## src/rtl/start_token_reader_pkg.sv

```systemverilog
// Shared defaults and the decoded occupancy-state encoding for the start token FIFO.
package start_token_reader_pkg;

  localparam int DEF_DATA_WIDTH = 1;
  localparam int DEF_ADDR_WIDTH = 1;
  localparam int DEF_DEPTH      = 2;

  // Total tokens the default configuration can hold (store plus output register).
  localparam int CAP = DEF_DEPTH + 1;

  // Occupancy view used by assertions only; the datapath has no state register.
  typedef enum logic [1:0] {
    ST_EMPTY    = 2'd0,
    ST_HEAD     = 2'd1,
    ST_BUFFERED = 2'd2,
    ST_FULL     = 2'd3
  } tok_state_e;

endpackage

```

## src/rtl/start_token_store.sv

```systemverilog
// SRL-style shift store: a write shifts every entry up by one and lands the new
// token in entry 0, so the oldest token sits at the highest occupied index.
module start_token_store
  import start_token_reader_pkg::*;
#(
  parameter int DATA_WIDTH = DEF_DATA_WIDTH,
  parameter int ADDR_WIDTH = DEF_ADDR_WIDTH,
  parameter int DEPTH      = DEF_DEPTH
) (
  input  logic                  clk,
  input  logic                  we,
  input  logic [DATA_WIDTH-1:0] din,
  input  logic [ADDR_WIDTH-1:0] addr,
  output logic [DATA_WIDTH-1:0] dout
);

  logic [DEPTH-1:0][DATA_WIDTH-1:0] mem;

  // Shift on write; contents are deliberately left unreset (occupancy lives in the controller).
  always_ff @(posedge clk) begin
    if (we) begin
      mem[0] <= din;
      for (int i = 1; i < DEPTH; i++) begin
        mem[i] <= mem[i-1];
      end
    end
  end

  // Addressed combinational read; addresses beyond DEPTH read as zero.
  always_comb begin
    dout = '0;
    for (int i = 0; i < DEPTH; i++) begin
      if (addr == ADDR_WIDTH'(i)) dout = mem[i];
    end
  end

endmodule

```

## src/rtl/start_token_reader.sv

```systemverilog
// Read-side controller for the start-propagation token FIFO: tracks occupancy,
// addresses the oldest stored token and feeds a registered ap_start/ap_ready head.
module start_token_reader
  import start_token_reader_pkg::*;
#(
  parameter int DATA_WIDTH = DEF_DATA_WIDTH,
  parameter int ADDR_WIDTH = DEF_ADDR_WIDTH,
  parameter int DEPTH      = DEF_DEPTH
) (
  input  logic                  ap_clk,
  input  logic                  ap_rst_n,
  input  logic                  if_write,
  input  logic [DATA_WIDTH-1:0] if_din,
  output logic                  if_full_n,
  output logic                  pe_start,
  output logic [DATA_WIDTH-1:0] pe_din,
  input  logic                  pe_ready,
  output logic [ADDR_WIDTH:0]   usedw,
  output logic                  err_overflow
);

  localparam logic [ADDR_WIDTH:0] DEPTH_C = DEPTH[ADDR_WIDTH:0];
  localparam logic [ADDR_WIDTH:0] CNT_ONE = {{ADDR_WIDTH{1'b0}}, 1'b1};
  localparam int                  CAPACITY = DEPTH + 1;

  logic [ADDR_WIDTH:0]   cnt, cnt_nxt;
  logic                  out_valid, out_valid_nxt;
  logic [DATA_WIDTH-1:0] out_data;
  logic [DATA_WIDTH-1:0] store_dout;
  logic [ADDR_WIDTH-1:0] rd_addr;
  logic                  full_n;
  logic [ADDR_WIDTH:0]   usedw_q;
  logic                  ovf_q;
  logic                  push, pop, load;

  assign push = if_write && full_n;
  assign pop  = out_valid && pe_ready;
  assign load = (cnt != '0) && (!out_valid || pop);

  // Oldest token lives at cnt-1; the value at cnt==0 is never consumed.
  assign rd_addr = ADDR_WIDTH'(cnt - CNT_ONE);

  start_token_store #(
    .DATA_WIDTH (DATA_WIDTH),
    .ADDR_WIDTH (ADDR_WIDTH),
    .DEPTH      (DEPTH)
  ) u_store (
    .clk  (ap_clk),
    .we   (push),
    .din  (if_din),
    .addr (rd_addr),
    .dout (store_dout)
  );

  // Next occupancy: a push and a load in the same cycle cancel, the shift keeps cnt-1 pointing at the oldest.
  always_comb begin
    cnt_nxt = cnt;
    if (push && !load)      cnt_nxt = cnt + CNT_ONE;
    else if (!push && load) cnt_nxt = cnt - CNT_ONE;
  end

  // Head register valid: refilled on load, emptied by a pop with nothing behind it.
  always_comb begin
    out_valid_nxt = out_valid;
    if (load)     out_valid_nxt = 1'b1;
    else if (pop) out_valid_nxt = 1'b0;
  end

  // Occupancy, head stage and the registered status flags.
  always_ff @(posedge ap_clk or negedge ap_rst_n) begin
    if (!ap_rst_n) begin
      cnt       <= '0;
      out_valid <= 1'b0;
      out_data  <= '0;
      full_n    <= 1'b1;
      usedw_q   <= '0;
      ovf_q     <= 1'b0;
    end else begin
      cnt       <= cnt_nxt;
      out_valid <= out_valid_nxt;
      if (load) out_data <= store_dout;
      full_n    <= (cnt_nxt != DEPTH_C);
      usedw_q   <= cnt_nxt + {{ADDR_WIDTH{1'b0}}, out_valid_nxt};
      if (if_write && !full_n) ovf_q <= 1'b1;
    end
  end

  assign if_full_n    = full_n;
  assign pe_start     = out_valid;
  assign pe_din       = out_data;
  assign usedw        = usedw_q;
  assign err_overflow = ovf_q;

  // Decode of the occupancy view checked by the assertions below.
  tok_state_e state_dec;
  always_comb begin
    state_dec = ST_EMPTY;
    if (out_valid) begin
      if (cnt == '0)          state_dec = ST_HEAD;
      else if (cnt == DEPTH_C) state_dec = ST_FULL;
      else                     state_dec = ST_BUFFERED;
    end
  end

  a_cnt_range: assert property (@(posedge ap_clk) disable iff (!ap_rst_n)
    cnt <= DEPTH_C);

  a_usedw_cap: assert property (@(posedge ap_clk) disable iff (!ap_rst_n)
    32'(usedw_q) <= CAPACITY);

  a_full_flag: assert property (@(posedge ap_clk) disable iff (!ap_rst_n)
    full_n == (cnt != DEPTH_C));

  a_full_state: assert property (@(posedge ap_clk) disable iff (!ap_rst_n)
    (state_dec == ST_FULL) |-> !full_n);

  a_usedw_sum: assert property (@(posedge ap_clk) disable iff (!ap_rst_n)
    usedw_q == cnt + {{ADDR_WIDTH{1'b0}}, out_valid});

  a_transient: assert property (@(posedge ap_clk) disable iff (!ap_rst_n)
    (state_dec == ST_EMPTY && cnt != '0) |=> out_valid);

  a_hold: assert property (@(posedge ap_clk) disable iff (!ap_rst_n)
    (out_valid && !pe_ready) |=> (out_valid && $stable(out_data)));

endmodule

```

## config.mk

```make
export PLATFORM = sky130hd
export DESIGN_NAME = start_token_reader
export DESIGN_NICKNAME = d
export VERILOG_FILES = /design/src/rtl/start_token_reader_pkg.sv /design/src/rtl/start_token_store.sv /design/src/rtl/start_token_reader.sv
export SDC_FILE = /design/constraint.sdc
export NUM_CORES = 1
export LEC_CHECK = 0
export BUFFER_PORTS_ARGS = -buffer_cell sky130_fd_sc_hd__buf_2
export CAP_MARGIN = 20
export CORE_AREA = 8 8 45 47
export DETAILED_ROUTE_END_ITERATION = 8
export DIE_AREA = 0 0 53 55
export PLACE_DENSITY = 0.53
export SKIP_LAST_GASP = 1
export SYNTH_ARGS = -nofsm -noshare
export SYNTH_HDL_FRONTEND = slang
export SYNTH_SLANG_ARGS = --single-unit
export TNS_END_PERCENT = 50
```

## constraint.sdc

```tcl
create_clock -name ap_clk -period 2.2 [get_ports ap_clk]
set_input_delay 0.33 -clock ap_clk [delete_from_list [all_inputs] [get_ports ap_clk]]
set_output_delay 0.33 -clock ap_clk [all_outputs]
set_load 0.02 [all_outputs]
```

==> metrics.txt <==
Synth cell types 20; core region area 1384 µm²; setup violators final 0; GRT Util Overall 6.012%; pwr dens 1601 nW/µm²; share of layout cells above drive strength 1 48.94%; clock tree root driver cell clkbuf_4; routability-driven placement congestion ratio 0.7224; leading area contributor after synthesis dfrtp_1; # port buffers 10; clock sinks 10; Final Util 40.51%; average size of a mapped cell 13.88 µm²; most frequent cells after synthesis 7 x dfrtp_1, 3 x inv_1; # diodes 0; CP arrival 2.02 ns; # IOs 11; CTS tree yes; first-pass GRT wire length 1.186 mm; worst min path class input pin to register; Die H 55 µm; period utilization 84.83%; post-CTS sizing 0; Leakage 0.2696 nW; Nets 55; aggregate global routing overflow 0; Post-synth top flop dfrtp_1; clock latency on the worst-skew pair 0.27 ns; most frequent cell after synthesis dfrtp_1; Iteration-0 DRC Markers 1; crit-path max FO 4; Slew Viols, Final 0; via count 269; WL/cell 12.52 µm; die width 53 µm; RSZ-0062 raised after global routing false; total wire length 789 µm; Tot Pwr 0.0008977 W; die area 2915 µm²; setup tns final 0 ns; fin cells 63; worst-margin pin slew 0.3457 ns; Max-Cap Viols 0; Placed Cells 58; final worst path period need 1.866 ns; peak supply drop 0.6248 mV; Row Count 14; Worst Skew 0.004883 ns; Max-slew headroom 76.71%; vias in the first global route 281; Starting Density 32.10%; register area share after synthesis 58.87%; vias per cell 4.270; Fmax achieved 0.5358 GHz; Area growth, synth to finish 26.20%; Crit Path Category register to register; top cell type's share of synthesized area 39.44%; CTS HTree Levels 1; Remaining DRCs 0; DP HPWL 634.6 µm; number of CTS-inserted buffers 3; Post-Syn Nets 39; synthesized instance count 32; clock slew at reported path FFs 0.07 ns; largest net degree at the start of global routing 9; Routed Antenna Nets 0; initial antenna violation count 0; CTS max path bufs 2; top post-synthesis cells by area dfrtp_1 39%, edfxtp_1 14%, mux2_4 6.8%; CP required 2.35 ns; FF+latch count, synth 10; Startpoint Class register; Async S/R FF share, synth 80.00%; number of detailed-route iterations in the first pass 2; Final Hold Fails 0; status complete, no violations; Mapped Area 444.2 µm²; warning count from the yosys run 0; crit path capture type register; EDFF count, synth 2
-- worst max-delay path, cell delays in order, from the launching register on --
cell,delay [ns]
dfrtp_1,0.41
inv_1,0.09
ha_1,0.24
o21ai_0,0.33
nand2_1,0.12
xnor2_1,0.15
ha_1,0.23
xor2_2,0.18
-- sequential cells by signal, indices dropped and copies added (netlist names) --
name	count
u_store.mem	2
cnt	2
if_full_n	1
pe_start	1
err_overflow	1
usedw	2
pe_din	1
-- layout make-up --
cell class	instances	area, µm²
fill	132	823.3
clock buffer	4	36.28
tap	16	20.02
sequential	10	261.5
timing repair buffer	11	60.06
multi-input combinational	19	171.4
inverter	3	11.26
-- power breakdown --
group | switching [W] | internal [W]
clock network | 0.0000624 | 0.000100
logic | 0.000226 | 0.000200
registers | 0.0000369 | 0.000272
total | 0.000325 | 0.000572
-- layout by cell type (no fill, tap or decap), types with 2 or more instances in the layout --
cell       n
buf_2     10
nor2_1     2
ha_1       2
mux2_4     2
clkbuf_4   3
edfxtp_1   2
dfrtp_1    7
inv_1      3
-- worst paths after layout --
kind | depth (start not counted) | end | slack, ns | start
max | 7 | usedw[1] | 0.33 | cnt[0]
min | 1 | u_store.mem[0] | 0.24 | if_din
max reg2reg | 7 | usedw[1] | 0.33 | cnt[0]
min reg2reg | 1 | err_overflow | 0.45 | err_overflow
max in group asynchronous | 2 | if_full_n | 1.54 | ap_rst_n
min in group asynchronous | 2 | cnt[1] | 0.43 | ap_rst_n
-- metrics by stage --
step	setup slack [ns]	cell area (µm²)	hold slack, ns
finish	0.3338	560.5	0.2411
detailed placement	0.3451	514.2	0.1782
CTS	0.3177	560.5	0.2349
floorplan	0.4755	444.2	0.03441
global route	0.2071	560.5	0.2261
global placement	0.3904	514.2	0.1794
-- logic make-up after synthesis --
family / synth area share [%]
multiplexers: 9.014
AO/OA/AOI/OAI: 4.224
buffers and inverters: 2.535
flip-flops: 58.88
AND/OR/NAND/NOR: 14.08
adder cells (fa/ha/maj): 5.633
XOR/XNOR: 5.635
-- repair_timing --
action | CTS | global route
hold buffers | 1 | 0
setup buffers | 0 | 0
endpoints found under the hold margin | 7 | 0
-- per-layer routing --
| metal | up-vias | global-route usage (%) | wire length [µm] |
|---|---|---|---|
| met3 | 2 | 3.743 | 75 |
| met2 | 8 | 8.984 | 404 |
| met4 | 0 | 6.466 | 17 |
| li1 | 133 | - | - |
| met1 | 126 | 5.304 | 291 |
| met5 | - | 0 | 0 |
Power figures use the tool's default switching activity.
